--- config.mk ---
export PLATFORM = sky130hd
export DESIGN_NAME = contador_bcd_mod_param
export DESIGN_NICKNAME = d
export VERILOG_FILES = /design/src/rtl/contador_bcd_mod_param_pkg.sv /design/src/rtl/bcd_digit_updown.sv /design/src/rtl/contador_bcd_mod_param.sv
export SDC_FILE = /design/constraint.sdc
export NUM_CORES = 1
export LEC_CHECK = 0
export CAP_MARGIN = 20
export CORE_UTILIZATION = 48
export DETAILED_ROUTE_END_ITERATION = 7
export PLACE_DENSITY_LB_ADDON = 0.12
export REMOVE_ABC_BUFFERS = 1
export SLEW_MARGIN = 20
export SYNTH_ARGS = -nofsm -noshare
export SYNTH_HDL_FRONTEND = slang
export SYNTH_HIERARCHICAL = 1
export SYNTH_SLANG_ARGS = --single-unit
--- constraint.sdc ---
create_clock -name clk -period 3.7 [get_ports clk]
set_input_delay 0.555 -clock clk [delete_from_list [all_inputs] [get_ports clk]]
set_output_delay 0.555 -clock clk [all_outputs]
set_load 0.02 [all_outputs]
--- src/rtl/contador_bcd_mod_param_pkg.sv ---
// Shared definitions for the parametrised BCD up/down counter:
// digit width, largest legal digit, the step-kind enum and a helper that
// converts an integer into a fixed-width packed BCD constant.
package contador_bcd_mod_param_pkg;

  localparam int BCD_W = 4;
  localparam logic [BCD_W-1:0] BCD_MAX = 4'd9;

  // One digit more than the widest counter, so 10**DIGITS (the largest
  // legal MOD) is still representable for the range compares.
  localparam int BCD_EXT_DIGITS = 5;
  localparam int BCD_EXT_W = BCD_W * BCD_EXT_DIGITS;

  // What the counter does in a given cycle, after priority resolution.
  typedef enum logic [1:0] {
    STEP_HOLD,
    STEP_UP,
    STEP_DOWN,
    STEP_LOAD
  } step_e;

  // Packs a non-negative integer as BCD, digit0 in [3:0].
  function automatic logic [BCD_EXT_W-1:0] to_bcd(input int value);
    logic [BCD_EXT_W-1:0] r;
    int v;
    r = '0;
    v = value;
    for (int i = 0; i < BCD_EXT_DIGITS; i++) begin
      r[BCD_W*i +: BCD_W] = BCD_W'(v % 10);
      v = v / 10;
    end
    return r;
  endfunction

endpackage

--- src/rtl/bcd_digit_updown.sv ---
// One decimal digit of the counter's ripple chain: adds or subtracts one
// when asked and reports the carry (9 -> 0) or borrow (0 -> 9) to the next
// digit. Purely combinational; the top level owns the count register.
module bcd_digit_updown
  import contador_bcd_mod_param_pkg::*;
(
  input  logic [BCD_W-1:0] digit_i,
  input  logic             inc,
  input  logic             dec,
  output logic [BCD_W-1:0] digit_o,
  output logic             cout,
  output logic             bout
);

  // Next digit value and the carry/borrow handed to the next digit up.
  always_comb begin
    // NOTE: every output gets a default first so no path leaves it unassigned, which would infer a latch.
    digit_o = digit_i;
    cout    = 1'b0;
    bout    = 1'b0;
    if (inc && !dec) begin
      if (digit_i >= BCD_MAX) begin
        digit_o = '0;
        cout    = 1'b1;
      end else begin
        digit_o = digit_i + 4'd1;
      end
    end else if (dec && !inc) begin
      if (digit_i == '0) begin
        digit_o = BCD_MAX;
        bout    = 1'b1;
      end else begin
        digit_o = digit_i - 4'd1;
      end
    end
  end

endmodule

--- src/rtl/contador_bcd_mod_param.sv ---
// Parametrised up/down BCD counter with programmable modulus, rising-edge
// step inputs, validated parallel load and one-cycle carry/borrow/load-error
// pulses for cascading (SS -> MM -> HH).
// Optional build macro CONTADOR_SATURATE_EN: the count saturates at 0 and at
// the top value MOD-1 instead of wrapping, and carry_out/borrow_out stay low.
module contador_bcd_mod_param
  import contador_bcd_mod_param_pkg::*;
#(
  parameter int DIGITS = 2,
  parameter int MOD    = 60
)
(
  input  logic                  clk,
  input  logic                  reset,
  input  logic                  enUP,
  input  logic                  enDOWN,
  input  logic                  load,
  input  logic [4*DIGITS-1:0]   load_bcd,
  output logic [4*DIGITS-1:0]   count_bcd,
  output logic                  carry_out,
  output logic                  borrow_out,
  output logic                  load_err
);

  localparam int W   = BCD_W * DIGITS;
  localparam int PAD = BCD_EXT_W - W;

  localparam logic [BCD_EXT_W-1:0] MOD_FULL  = to_bcd(MOD);
  localparam logic [BCD_EXT_W-1:0] WRAP_FULL = to_bcd(MOD - 1);
  localparam logic [W-1:0]         WRAP_BCD  = WRAP_FULL[W-1:0];

  logic [W-1:0] count_q, count_d;
  logic         carry_q, carry_d;
  logic         borrow_q, borrow_d;
  logic         load_err_q, load_err_d;
  logic         en_up_q, en_up_d;
  logic         en_down_q, en_down_d;

  logic         up_tick, dn_tick;
  step_e        step;
  logic         step_up, step_dn;
  logic         digits_ok, load_ok;
  logic         count_illegal, at_max, at_zero;
  logic [W-1:0] chain_bcd;

  assign up_tick = enUP & ~en_up_q;
  assign dn_tick = enDOWN & ~en_down_q;

  // Priority: load beats ticks; simultaneous up and down ticks cancel.
  always_comb begin
    step = STEP_HOLD;
    if (load) begin
      step = STEP_LOAD;
    end else if (up_tick && !dn_tick) begin
      step = STEP_UP;
    end else if (dn_tick && !up_tick) begin
      step = STEP_DOWN;
    end
  end

  assign step_up = (step == STEP_UP);
  assign step_dn = (step == STEP_DOWN);

  // Load value must be valid BCD in every digit before the range compare,
  // since the compare on packed BCD only orders correctly for legal digits.
  always_comb begin
    digits_ok = 1'b1;
    for (int i = 0; i < DIGITS; i++) begin
      if (load_bcd[BCD_W*i +: BCD_W] > BCD_MAX) begin
        digits_ok = 1'b0;
      end
    end
  end

  assign load_ok       = digits_ok && ({{PAD{1'b0}}, load_bcd} < MOD_FULL);
  assign count_illegal = ({{PAD{1'b0}}, count_q} >= MOD_FULL);
  assign at_max        = (count_q == WRAP_BCD);
  assign at_zero       = (count_q == '0);

  // Ripple chain of digits; each digit steps when the one below wraps.
  for (genvar i = 0; i < DIGITS; i++) begin : g_digit
    logic cin, bin, cout, bout;
    if (i == 0) begin : g_first
      assign cin = step_up;
      assign bin = step_dn;
    end else begin : g_next
      assign cin = g_digit[i-1].cout;
      assign bin = g_digit[i-1].bout;
    end
    bcd_digit_updown u_digit (
      .digit_i (count_q[BCD_W*i +: BCD_W]),
      .inc     (cin),
      .dec     (bin),
      .digit_o (chain_bcd[BCD_W*i +: BCD_W]),
      .cout    (cout),
      .bout    (bout)
    );
  end

  // Wrap cases are decided by the explicit compares against 0 and MOD-1,
  // so the carry/borrow leaving the top digit has no consumer.
  logic unused_msd;
  assign unused_msd = g_digit[DIGITS-1].cout | g_digit[DIGITS-1].bout;

  // Next count and pulses: load, then stepped chain value with the wrap
  // (or saturation) at the count range overriding the plain digit result.
  always_comb begin
    count_d    = count_q;
    carry_d    = 1'b0;
    borrow_d   = 1'b0;
    load_err_d = 1'b0;
    en_up_d    = enUP;
    en_down_d  = enDOWN;
    unique case (step)
      STEP_LOAD: begin
        if (load_ok) begin
          count_d = load_bcd;
        end else begin
          load_err_d = 1'b1;
        end
      end
      STEP_UP: begin
        if (count_illegal) begin
          count_d = '0;
        end else if (at_max) begin
`ifdef CONTADOR_SATURATE_EN
          count_d = count_q;
`else
          count_d = '0;
          carry_d = 1'b1;
`endif
        end else begin
          count_d = chain_bcd;
        end
      end
      STEP_DOWN: begin
        if (count_illegal) begin
          count_d = WRAP_BCD;
        end else if (at_zero) begin
`ifdef CONTADOR_SATURATE_EN
          count_d = count_q;
`else
          count_d  = WRAP_BCD;
          borrow_d = 1'b1;
`endif
        end else begin
          count_d = chain_bcd;
        end
      end
      default: begin
      end
    endcase
  end

  // State register; edge detectors preset to 1 so a level held through reset is not a step.
  always_ff @(posedge clk) begin
    // NOTE: sequential state uses non-blocking assignments so every flop samples pre-edge values.
    if (!reset) begin
      count_q    <= '0;
      carry_q    <= 1'b0;
      borrow_q   <= 1'b0;
      load_err_q <= 1'b0;
      en_up_q    <= 1'b1;
      en_down_q  <= 1'b1;
    end else begin
      count_q    <= count_d;
      carry_q    <= carry_d;
      borrow_q   <= borrow_d;
      load_err_q <= load_err_d;
      en_up_q    <= en_up_d;
      en_down_q  <= en_down_d;
    end
  end

  assign count_bcd  = count_q;
  assign carry_out  = carry_q;
  assign borrow_out = borrow_q;
  assign load_err   = load_err_q;

endmodule

==> flow_summary.toml <==
[status]
status = "completed"

[die]
core_um2 = 2780
initial_core_util = 0.508
die_y_um = 56.3
fp.dieW_um = 56.3
fp.dieArea_um2 = 3160
num_io_pins = 24
rows = 19

[job]
cap_violations = 0

[min_path]
min_path_type = "reg2reg"
hold-path-endpoint = "count_bcd[1]$_SDFFE_PN0P_"
worstHoldStart = "count_bcd[1]$_SDFFE_PN0P_"
hold-path-cell-count = 1

[synthesis]
syn_area_per_cell_um2 = 7.68
syn_area_um2 = 1410
synth_cells = 184
yosysWarnings = 6

[placement]
port_buffers = 23
hpwl_mm = 2.70
placed_area_um2 = 1650
place.gp.congestion = 0.884
post-place-cells = 232
dp_slack_ns = 0.232

[critical_path]
critical_path_class = "in2reg"
cpMaxStageDelayCell = "clkdlybuf4s50_1"
r2r_end = "count_bcd[6]$_SDFFE_PN0P_"
crit_path_max_incr_delay_ns = 0.50
crit_fanout = 10
arrival_ns = 3.38
path_cells = "clkdlybuf4s50_1, nor2b_1, a21o_1, inv_1, ha_1, buf_4, inv_1, and3_1, nand2b_1, a21oi_2, a221o_2, nor2_1, a221oi_1, o221a_1"
r2r_setup_slack_ns = 0.81
worst_setup_path_start_kind = "input port"
end_kind = "flop"
crit_top_cell = "inv_1"
r2r_cells = 10
critPathRequiredTime_ns = 3.88
r2r_start = "count_bcd[1]$_SDFFE_PN0P_"

[power]
powerDensity_nw_per_um2 = 318
p_seq_frac = 0.341
sw_frac_of_total = 0.404
switchingPower_uw = 215
pwr-share-comb = 0.491
leakagePower_nw = 0.665
irDropWorstVdd_mv = 0.233
power_frac_clock = 0.168
p_int_uw = 317

[detailed_routing]
vias = 1458
drt_iter0_drc = 90
first_pass_iters = 4
routedWlPerCell_um = 15.3
routed_wl_mm = 3.60
drc = 0
ant_nets = 0
vias_per_cell = 6.18

[cells_and_area]
final_cells = 236
layout.nets = 230
area_delta_synth_final_pct = 18.4
num-fill-cells = 255
fin_util = 0.601
drive_gt1_frac = 0.127
postLayoutCellArea_um2 = 1670
n_antenna_cell = 0

[clock_tree]
clk_latency_ns = 0.28
cts_made_buffers = 3
cts_setup_buffers = 0
clock-root-buffer = "clkbuf_4"
clkSinkCount = 13
cts_resized = 0
cts_tree = "done"
cts.clk_slew.worst_paths_ns = 0.09
htreeDepth = 1
cts_buffer_depth = 2
postCtsHoldBufs = 0

[global_route]
grt_pass1_wl_mm = 6.24
grt-ovfl-total = 0
antenna_found_initial = 0
grt_max_degree = 15
grt_pass1_vias = 1371
grt_util_all_layers = 0.244

[timing]
maxSlewHeadroom = 0.536
finalCritPeriodShare = 0.865
drv_slew = 0
hold_viol = 0
rsz0062_at_grt = "false"
worst_pin_slew_ns = 0.693
fin_tns_setup_ns = 0
setup-violations-final = 0
finalClockSkew_ns = 0.00730
period_needed_ns = 3.20
clock.fmax_mhz = 313
setup_ws_ns = 0.501
stage by stage:
stage	total power [mW]	hold WS [ns]
final	0.532	0.731
after floorplan	0.360	0.628
after CTS	0.530	0.724
after detailed placement	0.442	0.707
after global routing	0.570	0.751
after global placement	0.435	0.677
power groups by stage:
stage	combinational, mW	clock [mW]	sequential (mW)
after global routing	0.288	0.0982	0.184
after CTS	0.259	0.0895	0.181
after floorplan	0.172	0	0.187
after detailed placement	0.258	0	0.184
after global placement	0.252	0	0.183
final	0.261	0.0896	0.182
layer usage:
metal | track usage | vias up | wire (µm)
li1 | - | 721 | -
met1 | 0.340 | 679 | 1610
met2 | 0.398 | 52 | 1780
met3 | 0.0184 | 6 | 163
met4 | 0.0836 | 0 | 45
met5 | 0 | - | 0
state kept, by name (all words and copies together) (netlist names):
register    count
count_bcd       8
borrow_out      1
carry_out       1
en_down_q       1
en_up_q         1
load_err        1
layout make-up:
class / count / area, µm² / area share
clock buffer: 4 / 26.3 / 0.0157
inverter: 15 / 56.3 / 0.0337
multi-input combinational: 148 / 1050 / 0.625
sequential: 13 / 260 / 0.156
tap: 31 / 38.8 / 0.0232
timing repair buffer: 25 / 245 / 0.147
worst max path at each step:
stage	startpoint	end	slack (ns)
2_1_floorplan	enUP	count_bcd[6]$_SDFFE_PN0P_	0.81
6_report	enDOWN	count_bcd[6]$_SDFFE_PN0P_	0.50
5_1_grt	enDOWN	count_bcd[6]$_SDFFE_PN0P_	0.26
4_1_cts	enDOWN	count_bcd[6]$_SDFFE_PN0P_	0.52
3_3_place_gp	enDOWN	count_bcd[6]$_SDFFE_PN0P_	0.28
3_5_place_dp	enDOWN	count_bcd[6]$_SDFFE_PN0P_	0.23
placed cells by master, fill, tap and decap left out, types with 3 or more instances in the layout:
master and n:
and3_1 4, inv_1 14, o21ai_0 9, ha_1 11, nor3_1 3, clkbuf_4 3, a21oi_2 4, nand2_1 10
nand2b_1 9, dfxtp_1 13, a21o_1 3, nand4_1 3, clkdlybuf4s50_1 23, a221oi_1 4, nand3_1 5, nor2_1 26
a21oi_1 4, o221a_1 7, nor2b_1 6
critical path, delay by kind of cell:
family,cells,cell delay [ns]
and+or+nand+nor,4,0.80
AOI/OAI and AO/OA,5,0.92
adders and majority gates,1,0.21
buffers and inverters,4,0.89
No activity file was read; power rests on OpenSTA's default activity.
